$ cat src/rtl/seq_pattern_detector_if.sv
// Serial pattern detector bus: step/data/mode inputs and detect/progress/count
// outputs. Optional macro SEQ_DET_STICKY_EN adds clr_sticky and sticky.
interface seq_pattern_detector_if #(
    parameter int CNT_W = 8
);
    logic             step;
    logic             X;
    logic             M;
    logic             Z;
    logic [3:0]       Q;
    logic [CNT_W-1:0] match_count;
`ifdef SEQ_DET_STICKY_EN
    logic             clr_sticky;
    logic             sticky;

    modport master (
        output step, X, M, clr_sticky,
        input  Z, Q, match_count, sticky
    );

    modport slave (
        input  step, X, M, clr_sticky,
        output Z, Q, match_count, sticky
    );
`else
    modport master (
        output step, X, M,
        input  Z, Q, match_count
    );

    modport slave (
        input  step, X, M,
        output Z, Q, match_count
    );
`endif
endinterface

$ cat src/rtl/seq_pattern_detector.sv
// Parametrised serial pattern detector with run-time Moore/Mealy output,
// build-time overlap selection, match progress and a saturating match counter.
// Optional macro SEQ_DET_STICKY_EN adds a sticky hit flag with explicit clear.
module seq_pattern_detector #(
    parameter int                 PAT_LEN = 4,
    parameter logic [PAT_LEN-1:0] PATTERN = 4'b1011,
    parameter bit                 OVERLAP = 1'b1,
    parameter int                 CNT_W   = 8
) (
    input logic                     clk100mhz,
    input logic                     reset,
    seq_pattern_detector_if.slave   bus
);

    localparam int             FW       = $clog2(PAT_LEN + 1);
    localparam logic [FW-1:0]  FILL_THR = FW'(PAT_LEN - 1);
    localparam logic [FW-1:0]  FILL_MAX = FW'(PAT_LEN);

    // The oldest history bit falls out of every window the moment it is
    // shifted in, so only PAT_LEN-1 bits of history are ever stored.
    logic [PAT_LEN-2:0] r_hist;
    logic [FW-1:0]      r_fill;
    logic               r_zMoore;
    logic [CNT_W-1:0]   r_count;

    logic [PAT_LEN-2:0] w_histNext;
    logic [FW-1:0]      w_fillNext;
    logic               w_zNext;
    logic [CNT_W-1:0]   w_countNext;

    logic [PAT_LEN-1:0] w_window;
    logic               w_hit;
    logic [PAT_LEN-1:1] w_sufMatch;
    logic [3:0]         w_q;

    assign w_window = {r_hist, bus.X};
    assign w_hit    = (r_fill >= FILL_THR) && (w_window == PATTERN);

    // Suffix k of the history matches the first k pattern bits and is valid.
    for (genvar k = 1; k < PAT_LEN; k++) begin : g_suf
        assign w_sufMatch[k] = (r_fill >= FW'(k)) &&
                               (r_hist[k-1:0] == PATTERN[PAT_LEN-1 -: k]);
    end

    // Next-state: shift in X and update fill/count only on step cycles.
    always_comb begin
        w_histNext  = r_hist;
        w_fillNext  = r_fill;
        w_zNext     = r_zMoore;
        w_countNext = r_count;
        if (bus.step) begin
            w_histNext = w_window[PAT_LEN-2:0];
            w_zNext    = w_hit;
            if (w_hit && !OVERLAP) begin
                w_fillNext = '0;
            end else if (r_fill != FILL_MAX) begin
                w_fillNext = r_fill + 1'b1;
            end
            if (w_hit && !(&r_count)) begin
                w_countNext = r_count + 1'b1;
            end
        end
    end

    // State register with asynchronous active-low clear.
    always_ff @(posedge clk100mhz or negedge reset) begin
        if (!reset) begin
            r_hist   <= '0;
            r_fill   <= '0;
            r_zMoore <= 1'b0;
            r_count  <= '0;
        end else begin
            r_hist   <= w_histNext;
            r_fill   <= w_fillNext;
            r_zMoore <= w_zNext;
            r_count  <= w_countNext;
        end
    end

    // Progress is the longest valid history suffix that is a pattern prefix.
    always_comb begin
        w_q = '0;
        for (int k = 1; k < PAT_LEN; k++) begin
            if (w_sufMatch[k]) begin
                w_q = 4'(k);
            end
        end
    end

    // Outputs: M selects the live (Mealy) or registered (Moore) detect.
    always_comb begin
        bus.Z           = bus.M ? w_hit : r_zMoore;
        bus.Q           = w_q;
        bus.match_count = r_count;
    end

`ifdef SEQ_DET_STICKY_EN
    logic r_sticky;

    // Sticky flag: a hit sets it and takes priority over a coincident clear.
    always_ff @(posedge clk100mhz or negedge reset) begin
        if (!reset) begin
            r_sticky <= 1'b0;
        end else if (bus.step && w_hit) begin
            r_sticky <= 1'b1;
        end else if (bus.clr_sticky) begin
            r_sticky <= 1'b0;
        end
    end

    assign bus.sticky = r_sticky;
`endif

endmodule

$ cat src/flat_wrapper.sv
// flat-port wrapper written by rule: the top's interface ports become plain ports
module seq_pattern_detector_flat 
#(
    parameter int                 PAT_LEN = 4,
    parameter logic [PAT_LEN-1:0] PATTERN = 4'b1011,
    parameter bit                 OVERLAP = 1'b1,
    parameter int                 CNT_W   = 8
)
  (clk100mhz, reset, bus_step, bus_X, bus_M, bus_Z, bus_Q, bus_match_count);
  seq_pattern_detector_if #(.CNT_W(CNT_W)) bus_i ();
  input logic clk100mhz;
  input logic reset;
  input wire logic [$bits(bus_i.step)-1:0] bus_step;
  input wire logic [$bits(bus_i.X)-1:0] bus_X;
  input wire logic [$bits(bus_i.M)-1:0] bus_M;
  output wire logic [$bits(bus_i.Z)-1:0] bus_Z;
  output wire logic [$bits(bus_i.Q)-1:0] bus_Q;
  output wire logic [$bits(bus_i.match_count)-1:0] bus_match_count;
  assign bus_i.step = bus_step;
  assign bus_i.X = bus_X;
  assign bus_i.M = bus_M;
  assign bus_Z = bus_i.Z;
  assign bus_Q = bus_i.Q;
  assign bus_match_count = bus_i.match_count;
  seq_pattern_detector #(.PAT_LEN(PAT_LEN), .PATTERN(PATTERN), .OVERLAP(OVERLAP), .CNT_W(CNT_W)) u_core (.clk100mhz(clk100mhz), .reset(reset), .bus(bus_i));
endmodule
$ cat config.mk
export PLATFORM = sky130hd
export DESIGN_NAME = seq_pattern_detector_flat
export DESIGN_NICKNAME = d
export VERILOG_FILES = /design/src/rtl/seq_pattern_detector_if.sv /design/src/rtl/seq_pattern_detector.sv /design/src/flat_wrapper.sv
export SDC_FILE = /design/constraint.sdc
export NUM_CORES = 1
export LEC_CHECK = 0
export CORE_MARGIN = 2
export CORE_UTILIZATION = 34
export CTS_CLUSTER_SIZE = 25
export DETAILED_ROUTE_END_ITERATION = 12
export HOLD_SLACK_MARGIN = 0.08
export PLACE_DENSITY_LB_ADDON = 0.2
export SKIP_CTS_REPAIR_TIMING = 1
export SYNTH_ARGS = -nofsm -noshare
export SYNTH_HDL_FRONTEND = slang
export SYNTH_SLANG_ARGS = --single-unit
$ cat constraint.sdc
create_clock -name clk100mhz -period 2.99 [get_ports clk100mhz]
set_input_delay 0.4485 -clock clk100mhz [delete_from_list [all_inputs] [get_ports clk100mhz]]
set_output_delay 0.4485 -clock clk100mhz [all_outputs]
set_load 0.005 [all_outputs]
### Yosys cells after proc, flatten, opt, wreduce, memory -nomap -nowiden

Cells that the tools add are included.

| storage, ports and cells | value |
|---|---|
| flip-flop bits (word level) | 15 |
| input bits | 5 |
| output and inout port bits | 13 |
| logic and storage cells | 26 |

| operators by class | value |
|---|---|
| add/subtract/negate cells | 2 |
| $lt $le $gt $ge | 3 |
| equality and inequality tests | 4 |
| multiplexer cells | 4 |
| reductions and logical operators | 9 |

Operator list:

| cell | count |
|---|---|
| $add A8 B1 Y8 const B | 1 |
| $reduce_and A8 Y1 | 1 |
| $ge A3 B2 Y1 const B | 2 |
| $logic_and A1 B1 Y1 | 5 |
| $eq A4 B4 Y1 const B | 1 |
| $mux W2 | 2 |
| $reduce_and A2 Y1 | 2 |
| $add A3 B1 Y3 const B | 1 |
| $eq A3 B3 Y1 const B | 1 |
| $ge A3 B1 Y1 const B | 1 |
| $ne A3 B3 Y1 const B | 1 |
| $eq A2 B2 Y1 const B | 1 |
| $mux W1 | 2 |
| $logic_not A1 Y1 | 1 |

### Longest topological paths before layout

| depth | value |
|---|---|
| word-level depth | 5 |
| gate-level depth with buffers | 6 |
| gate-level depth less buffers | 6 |

### Worst setup path after synthesis

OpenSTA, ideal clock, no wires.

| timing path | value |
|---|---|
| path kind | reg-to-reg |
| start | reg u_core.r_fill[0] |
| end | reg u_core.r_count[1], in the netlist u_core.bus.match_count[1] |
| setup time | 128 ps |
| arrival time | 1587 ps |
| required time | 2862 ps |
| path slack | 1276 ps |
| cell stages (with the launch flop) | 7 |
| buffers on the path | 0 |
| clock period less this slack | 1714 ps |
| cell sequence | dfrtp_1 > ha_1 > ha_1 > a211o_1 > nand4_4 > nor2_1 > mux2_1 |

| on the way | value |
|---|---|
| cells in the longest elaborated chain, start to end | 4 |

RTL lines:

| element | RTL line | RTL |
|---|---|---|
| start, declared | seq_pattern_detector.sv:22 | `logic [FW-1:0] r_fill;` |
| start signal, assigned | seq_pattern_detector.sv:74 | `r_fill <= w_fillNext;` |
| $ge A3 B2 Y1 | seq_pattern_detector.sv:37 | `assign w_hit = (r_fill >= FILL_THR) && (w_window == PATTERN);` |
| $logic_and A1 B1 Y1 | seq_pattern_detector.sv:37 |  |
| $logic_and A1 B1 Y1 | seq_pattern_detector.sv:59 | `if (w_hit && !(&r_count)) begin` |
| $reduce_and A2 Y1 (no source line) | - |  |
| end signal, assigned | seq_pattern_detector.sv:76 | `r_count <= w_countNext;` |
| end, declared | seq_pattern_detector.sv:24 | `logic [CNT_W-1:0] r_count;` |

No other way between the ends.
A chain may end at the register's enable or synchronous reset.

### Worst setup path in the final report

| timing path | value |
|---|---|
| start | reg u_core.r_fill[0] |
| end | out bus_Z |

| on the way | value |
|---|---|
| cells in the longest elaborated chain, start to end | 3 |

RTL lines:

| element | RTL line | RTL |
|---|---|---|
| $ge A3 B2 Y1 | seq_pattern_detector.sv:37 |  |
| $logic_and A1 B1 Y1 | seq_pattern_detector.sv:37 |  |
| $mux W1 | seq_pattern_detector.sv:92 | `bus.Z = bus.M ? w_hit : r_zMoore;` |
| end, declared | flat_wrapper.sv:16 | `output wire logic [$bits(bus_i.Z)-1:0] bus_Z;` |

No other way between the ends.

==> impl_metrics.tcl <==
set metrics [dict create \
    worstPathMaxFanout 4 \
    drt_wl_total_um 1450 \
    cp_cell_sequence "ha_1, ha_1, a211o_1, nand2_1, o22ai_1, clkdlybuf4s50_1" \
    cpPeakStageDelay_ns 0.45 \
    placement.io_buffers 15 \
    timing.final.crit_share_pct 84.8 \
    power.density_mw_per_mm2 609 \
    row_count 17 \
    yosys_register_bits 15 \
    endpoint_kind "output port" \
    tns_ns 0 \
    grt_util_all_layers_pct 13.3 \
    vias 591 \
    timing_hold_violations_final 0 \
    clock_sink_count 15 \
    report.final.setup_viol 0 \
    drive_above_1_share_pct 10.8 \
    antennaDiodeCount 0 \
    hold_worst_slack_ns 0.502 \
    dr.pass1.iters 1 \
    syn2layout_area_growth_pct 23.1 \
    ys_seq_area_share_pct 45.9 \
    placedCellCount 117 \
    cap_viol_max_count 0 \
    worst_skew_pair.late_latency_ns 0.29 \
    yosysWarningCount 0 \
    p_int_w 0.000407 \
    switching_power_w 0.000206 \
    detailedPlacementHpwl_um 1130 \
    effective_utilization_at_floorplan_pct 36.3 \
    core_area_mm2 0.00225 \
    cp_class "reg2out" \
    first_pass_grt_wire_length_um 2660 \
    netlist-cell-type-count 30 \
    synthesis.area_um2 818 \
    antenna_found_initial 0 \
    sequentialPowerShare_pct 47.5 \
    synthArstFlopShare_pct 100 \
    clock_transition_at_path_regs_ns 0.09 \
    synth_cells 77 \
    status "finished, final reports clean" \
    cellLeakagePower_nw 0.461 \
    power_switching_share_pct 33.5 \
    avgSynthCellArea_um2 10.6 \
    drt_drc_violations_left 0 \
    pre_cts_slack_ns 0.767 \
    worst-endpoint-required_ns 2.54 \
    synth_area_leaders "dfrtp_1, ha_1, xor2_1, mux2_2, nand2_1" \
    worst-slew-pin-transition_ns 0.684 \
    design.die.area_mm2 0.00282 \
    clock_tree_from_tritoncts "done" \
    cts_buffers 3 \
    globalRouteOverflowTotal 0 \
    die-width_um 53.1 \
    viasPerCell 4.88 \
    max_clock_freq_ghz 0.395 \
    grt_setup_unrepaired "no" \
    timing.critical_path.slowest_stage_cell "clkdlybuf4s50_1" \
    crit_path_time_final_ns 2.53 \
    drtAntennaViolNets 0 \
    ports_placed_on_the_boundary 18 \
    path_common_cell "ha_1" \
    routed_wire_length_per_instance_um 12.0 \
    clock_power_share_pct 19.4 \
    fin_nets 104 \
    cp-start-kind "register" \
    critPathTopFamily "buffers and inverters" \
    synth_flop_cell "dfrtp_1" \
    finalWorstSetupSlack_ns 0.456 \
    drt_iter0_drc 0 \
    netlist.top_cell.by_area "dfrtp_1" \
    synth-edff-count 0 \
    worst_setup_skew_after_layout_ns 0.00502 \
    cts_htree_levels 1 \
    synth_largest_type_area_fraction_pct 45.9 \
    max_transition_margin_pct 54.3 \
    grt_pass1_vias 614 \
    placed_area_um2 981 \
    combinationalPowerShare_pct 33.0 \
    worst_ep_arrival_time_ns 2.09 \
    worstHoldPathType "reg2reg" \
    worst_ir_drop_vdd_uv 386 \
    slew_violations 0 \
    fin_cells 121 \
    max-clock-path-buffers 2 \
    critical_path_buf_inv_count 1 \
    floorplan.die.height_um 53.1 \
    gpl.final_weighted_congestion 0.688 \
    largest_net_degree_at_the_start_of_global_routing 16 \
    final_cell_area_mm2 0.00101 \
    ctsRootBufferMaster "clkbuf_4" \
]
==> area by class of cell <==
class                      instances  area, µm²
multi-input combinational         52        394
inverter                           7       26.3
fill                             242       1250
sequential                        15        375
tap                               28       35.0
timing repair buffer              15        150
clock buffer                       4       26.3
==> Yosys cell counts (all sizes together) (2+ instances only) <==
cell and n:
buf 3, dfrtp 15, ha 5, inv 7
mux2 4, nand2 8, nor2 2, nor3 4
nor4 2, o21ai 5, xnor2 2, xor2 4
==> worst paths after layout <==
check,cells past startpoint,to,slack (ns),from
worst max-delay path,6,bus_Z,0.46,u_core.r_fill[0]$_DFFE_PN0P_
worst min-delay path,1,u_core.bus.match_count[5]$_DFFE_PN0P_,0.50,u_core.bus.match_count[5]$_DFFE_PN0P_
worst max register to register,6,u_core.bus.match_count[1]$_DFFE_PN0P_,1.13,u_core.r_fill[0]$_DFFE_PN0P_
worst min register to register,1,u_core.bus.match_count[5]$_DFFE_PN0P_,0.50,u_core.bus.match_count[5]$_DFFE_PN0P_
max in group asynchronous,1,u_core.bus.match_count[5]$_DFFE_PN0P_,1.98,reset
min in group asynchronous,1,u_core.bus.match_count[2]$_DFFE_PN0P_,0.57,reset
==> through the flow <==
stage          total power (W)  util [%]
6_report              0.000613      44.7
5_1_grt               0.000666      44.7
4_1_cts               0.000628      44.7
3_5_place_dp          0.000502      43.5
3_3_place_gp          0.000491      43.5
2_1_floorplan         0.000408         -
==> layer usage <==
metal | vias up | GRT usage [%] | share of wire [%]
li1 | 291 | - | -
met1 | 282 | 16.3 | 46
met2 | 15 | 21.7 | 48
met3 | 3 | 2.54 | 3.9
met4 | 0 | 7.69 | 2.0
met5 | - | 0 | 0
==> power by group through the flow <==
| stage | combinational [W] | sequential (W) | clock (W) |
|---|---|---|---|
| after floorplan | 0.000123 | 0.000286 | 0 |
| after global placement | 0.000198 | 0.000293 | 0 |
| after detailed placement | 0.000206 | 0.000297 | 0 |
| after CTS | 0.000208 | 0.000293 | 0.000127 |
| after global routing | 0.000230 | 0.000301 | 0.000135 |
| final | 0.000202 | 0.000291 | 0.000119 |
==> cells by family (layout without fill, tap and decap cells) <==
| group | Yosys count | count (layout) | share of synthesized area (%) |
|---|---|---|---|
| AOI/OAI and AO/OA | 12 | 12 | 9.33 |
| xor gates and xnor gates | 6 | 6 | 6.42 |
| adders and majority gates | 5 | 5 | 7.65 |
| buffers and inverters | 11 | 26 | 6.42 |
| DFF | 15 | 15 | 45.9 |
| muxes | 4 | 4 | 5.50 |
| other | 1 | 2 | 0.458 |
| and+or+nand+nor | 23 | 23 | 18.3 |
==> sequential cells by signal (all words and copies together) (netlist names) <==
| name | count |
|---|---|
| u_core.bus.match_count | 8 |
| u_core.r_zMoore | 1 |
| u_core.r_fill | 3 |
| u_core.r_hist | 3 |
==> placed cells by master, fill, tap and decap left out <==
| cell type | synthesis | final |
|---|---|---|
| and2_1 | 1 | 1 |
| nand3_1 | 1 | 1 |
| a2bb2oi_1 | 1 | 1 |
| mux2_1 | 1 | 1 |
| o22ai_1 | 1 | 1 |
| xnor2_1 | 2 | 2 |
| clkdlybuf4s50_1 | 0 | 15 |
| clkbuf_4 | 0 | 3 |
| nor3_1 | 3 | 3 |
| a211o_1 | 1 | 1 |
| clkbuf_1 | 1 | 1 |
| a21boi_1 | 1 | 1 |
| ha_1 | 5 | 5 |
| nand4_4 | 1 | 1 |
| nand2_1 | 8 | 8 |
| inv_1 | 7 | 7 |
| a21oi_1 | 1 | 1 |
| or2_1 | 1 | 1 |
| o211ai_1 | 1 | 1 |
| and4_1 | 1 | 1 |
| o21bai_1 | 1 | 1 |
| conb_1 | 1 | 2 |
| mux2_2 | 3 | 3 |
| dfrtp_1 | 15 | 15 |
| nor4_2 | 2 | 2 |
| and3b_1 | 1 | 1 |
| xor2_1 | 4 | 4 |
| o21ai_0 | 5 | 5 |
| nor2_1 | 2 | 2 |
| nor3_2 | 1 | 1 |
| and3_1 | 1 | 1 |
(Power assumes the default switching activity.)
==> RTL change (same flow settings) <==
`PAT_LEN` is set to 4 in 2 places; all go to 8.
--- a/src/rtl/seq_pattern_detector.sv
+++ b/src/rtl/seq_pattern_detector.sv
@@ -3,5 +3,5 @@
 // Optional macro SEQ_DET_STICKY_EN adds a sticky hit flag with explicit clear.
 module seq_pattern_detector #(
-    parameter int                 PAT_LEN = 4,
+    parameter int                 PAT_LEN = 8,
     parameter logic [PAT_LEN-1:0] PATTERN = 4'b1011,
     parameter bit                 OVERLAP = 1'b1,
--- a/src/flat_wrapper.sv
+++ b/src/flat_wrapper.sv
@@ -2,5 +2,5 @@
 module seq_pattern_detector_flat 
 #(
-    parameter int                 PAT_LEN = 4,
+    parameter int                 PAT_LEN = 8,
     parameter logic [PAT_LEN-1:0] PATTERN = 4'b1011,
     parameter bit                 OVERLAP = 1'b1,
Function: changed (Yosys sat finds a counterexample within 4 cycles, from zero or initial values and one cycle with reset low).
==> RTL change against the unedited design <==
Area after synthesis grew 39%; global-route usage rose by 0.055 points; wire length up 57%; die area grew 35%; power grew 52%; sequential cell count increased by 5; cell area rose by 38%; critical endpoint unchanged; setup slack worse by 270 ps; highest routed layer unchanged.
==> RTL change: results (changes against the unedited design) <==
| Metric | Value |
|---|---|
| First-pass GRT wire length | 3730 um (+40%) |
| Multiplexer area fraction after synthesis | 0.0894 (+0.0344) |
| Slowest-stage cell, CP | or4b_4 |
| Commonest cells post-synth | 20 x dfrtp_1, 7 x inv_1, 7 x mux2_2, 7 x nor3_1 |
| Sw Ratio | 0.335 (-0.000804) |
| Status | complete, no violations |
| GPL Wtd Cong | 0.796 (+16%) |
| Synth unique cells | 35 (+17%) |
| Initial antenna violation count | 0 (unchanged) |
| Hold_sp | u_core.bus.match_count[5] |
| Worst skew pair latency | 310 ps (+20 ps) |
| Ys async rst share | 1.00 (unchanged) |
| Post-Route WL | 2270 um (+57%) |
| FF-to-FF path depth | 4 (-2) |
| Ys Warns | 0 (unchanged) |
| H-Tree Depth | 1 (unchanged) |
| Via-to-Cell Ratio | 5.06 (+3.6%) |
| CTS Buf Count | 3 (unchanged) |
| Nets | 137 (+32%) |
| Compound-Gate Fraction of Synth Area | 0.0938 (+0.000547) |
| Post-synthesis sequential area ratio | 0.442 (-0.0172) |
| Synth Area in Adders | 0.0662 (-0.0102) |
| Max transition margin | 0.391 (-0.152) |
| Number of port buffers | 16 (+1) |
| Xor/xnor share of the synthesized area | 0.0541 (-0.0101) |
| Worst Skew | 14.2 ps (+9.19 ps) |
| Worst Setup SP | u_core.r_hist[3] |
| Synth Net Count | between 100 and 150 |
| Max reg flops | 8 (unchanged) |
| Diode count | 0 (unchanged) |
| Min-Delay Endpoint | u_core.bus.match_count[5] |
| Peak supply drop | 308 uV (-20%) |
| CP max FO | 5 (+1) |
| Largest cells by area after synthesis | dfrtp_1 44%, mux2_2 7.0%, ha_1 6.6%, xor2_1 3.9%, nor3_1 3.1% |
| Count leader, synth | dfrtp_1 |
| Layout cells sized above 1 | 0.152 (+0.0445) |
| Clock transition at path regs | 130 ps (+40 ps) |
| Drt first pass iters | 2 (+1) |
| RR Endpoint | u_core.bus.match_count[1] |
| Setup TNS | 0 ps (unchanged) |
| Filler Cells Inserted | 331 (+37%) |
| Hold path cells | 1 (unchanged) |
| Pin count of the biggest net entering global routing | 21 (+5) |
| Register-to-register setup slack | 740 ps (-390 ps) |
| Post-detail-place hpwl | 1640 um (+45%) |
| Clock group share of total power | 0.240 (+0.046) |
| Top delay family on crit path | simple AND/OR/NAND/NOR gates |
| CTS Root Cell | clkbuf_4 |
| All-Layer GR Usage | 0.134 (+0.000554) |
| Initial DRC Count | 44 (+44) |
| Max clock buf depth | 2 (unchanged) |
| CP max stage delay | 570 ps (+120 ps) |
| Hold crit path type | reg2reg |
| Start of the worst register-to-register path | u_core.r_hist[3] |
| Leakage | 0.585 nW (+27%) |
| Via count of the first global-routing pass | 834 (+36%) |
RTL change: cells by family after synthesis:
family,count (synthesis)
adders and majority gates,6
and+or+nand+nor,36
DFF,20
buffers and inverters,12
xor gates and xnor gates,7
AOI/OAI and AO/OA,18
other,1
muxes,9
RTL change: area by class of cell:
type,count,area (um2),area share
multi-input cells,77,583,0.421
well taps,44,55.1,0.0397
flip-flops and latches,20,500,0.361
inverters,7,26.3,0.0190
clock buffers,3,22.5,0.0163
repair buffers,17,168,0.121
clock inverters,1,30.0,0.0217
RTL change: how the worst max path moves through the flow:
| stage | slack (ps) | endpoint |
|---|---|---|
| final | 190 | bus_Z |
| after global routing | 50 | bus_Z |
| after CTS | 140 | bus_Q[1] |
| after detailed placement | 520 | bus_Q[1] |
| after global placement | 530 | bus_Q[1] |
| after floorplan | 790 | u_core.bus.match_count[1] |
RTL change: layer usage:
metal | track usage | part of all wire | vias to the layer above
li1 | - | - | 421
met4 | 0.0365 | 0.0066 | 0
met2 | 0.229 | 0.50 | 18
met5 | 0 | 0 | -
met3 | 0.0373 | 0.040 | 2
met1 | 0.167 | 0.45 | 414
RTL change: metrics by stage:
stage	hold WS [ps]	area (um2)	setup WS [ps]	cells
after floorplan	153	1130	787	109
after global placement	494	1330	527	165
after detailed placement	481	1330	517	165
after CTS	502	1380	143	169
after global routing	515	1390	54.7	169
final	502	1390	186	169
RTL change: power groups by stage:
stage	clock (W)	combinational [W]	sequential [W]
after floorplan	0	0.000216	0.000380
after global placement	0	0.000281	0.000423
after detailed placement	0	0.000289	0.000423
after CTS	0.000232	0.000291	0.000419
after global routing	0.000243	0.000335	0.000434
final	0.000223	0.000288	0.000419
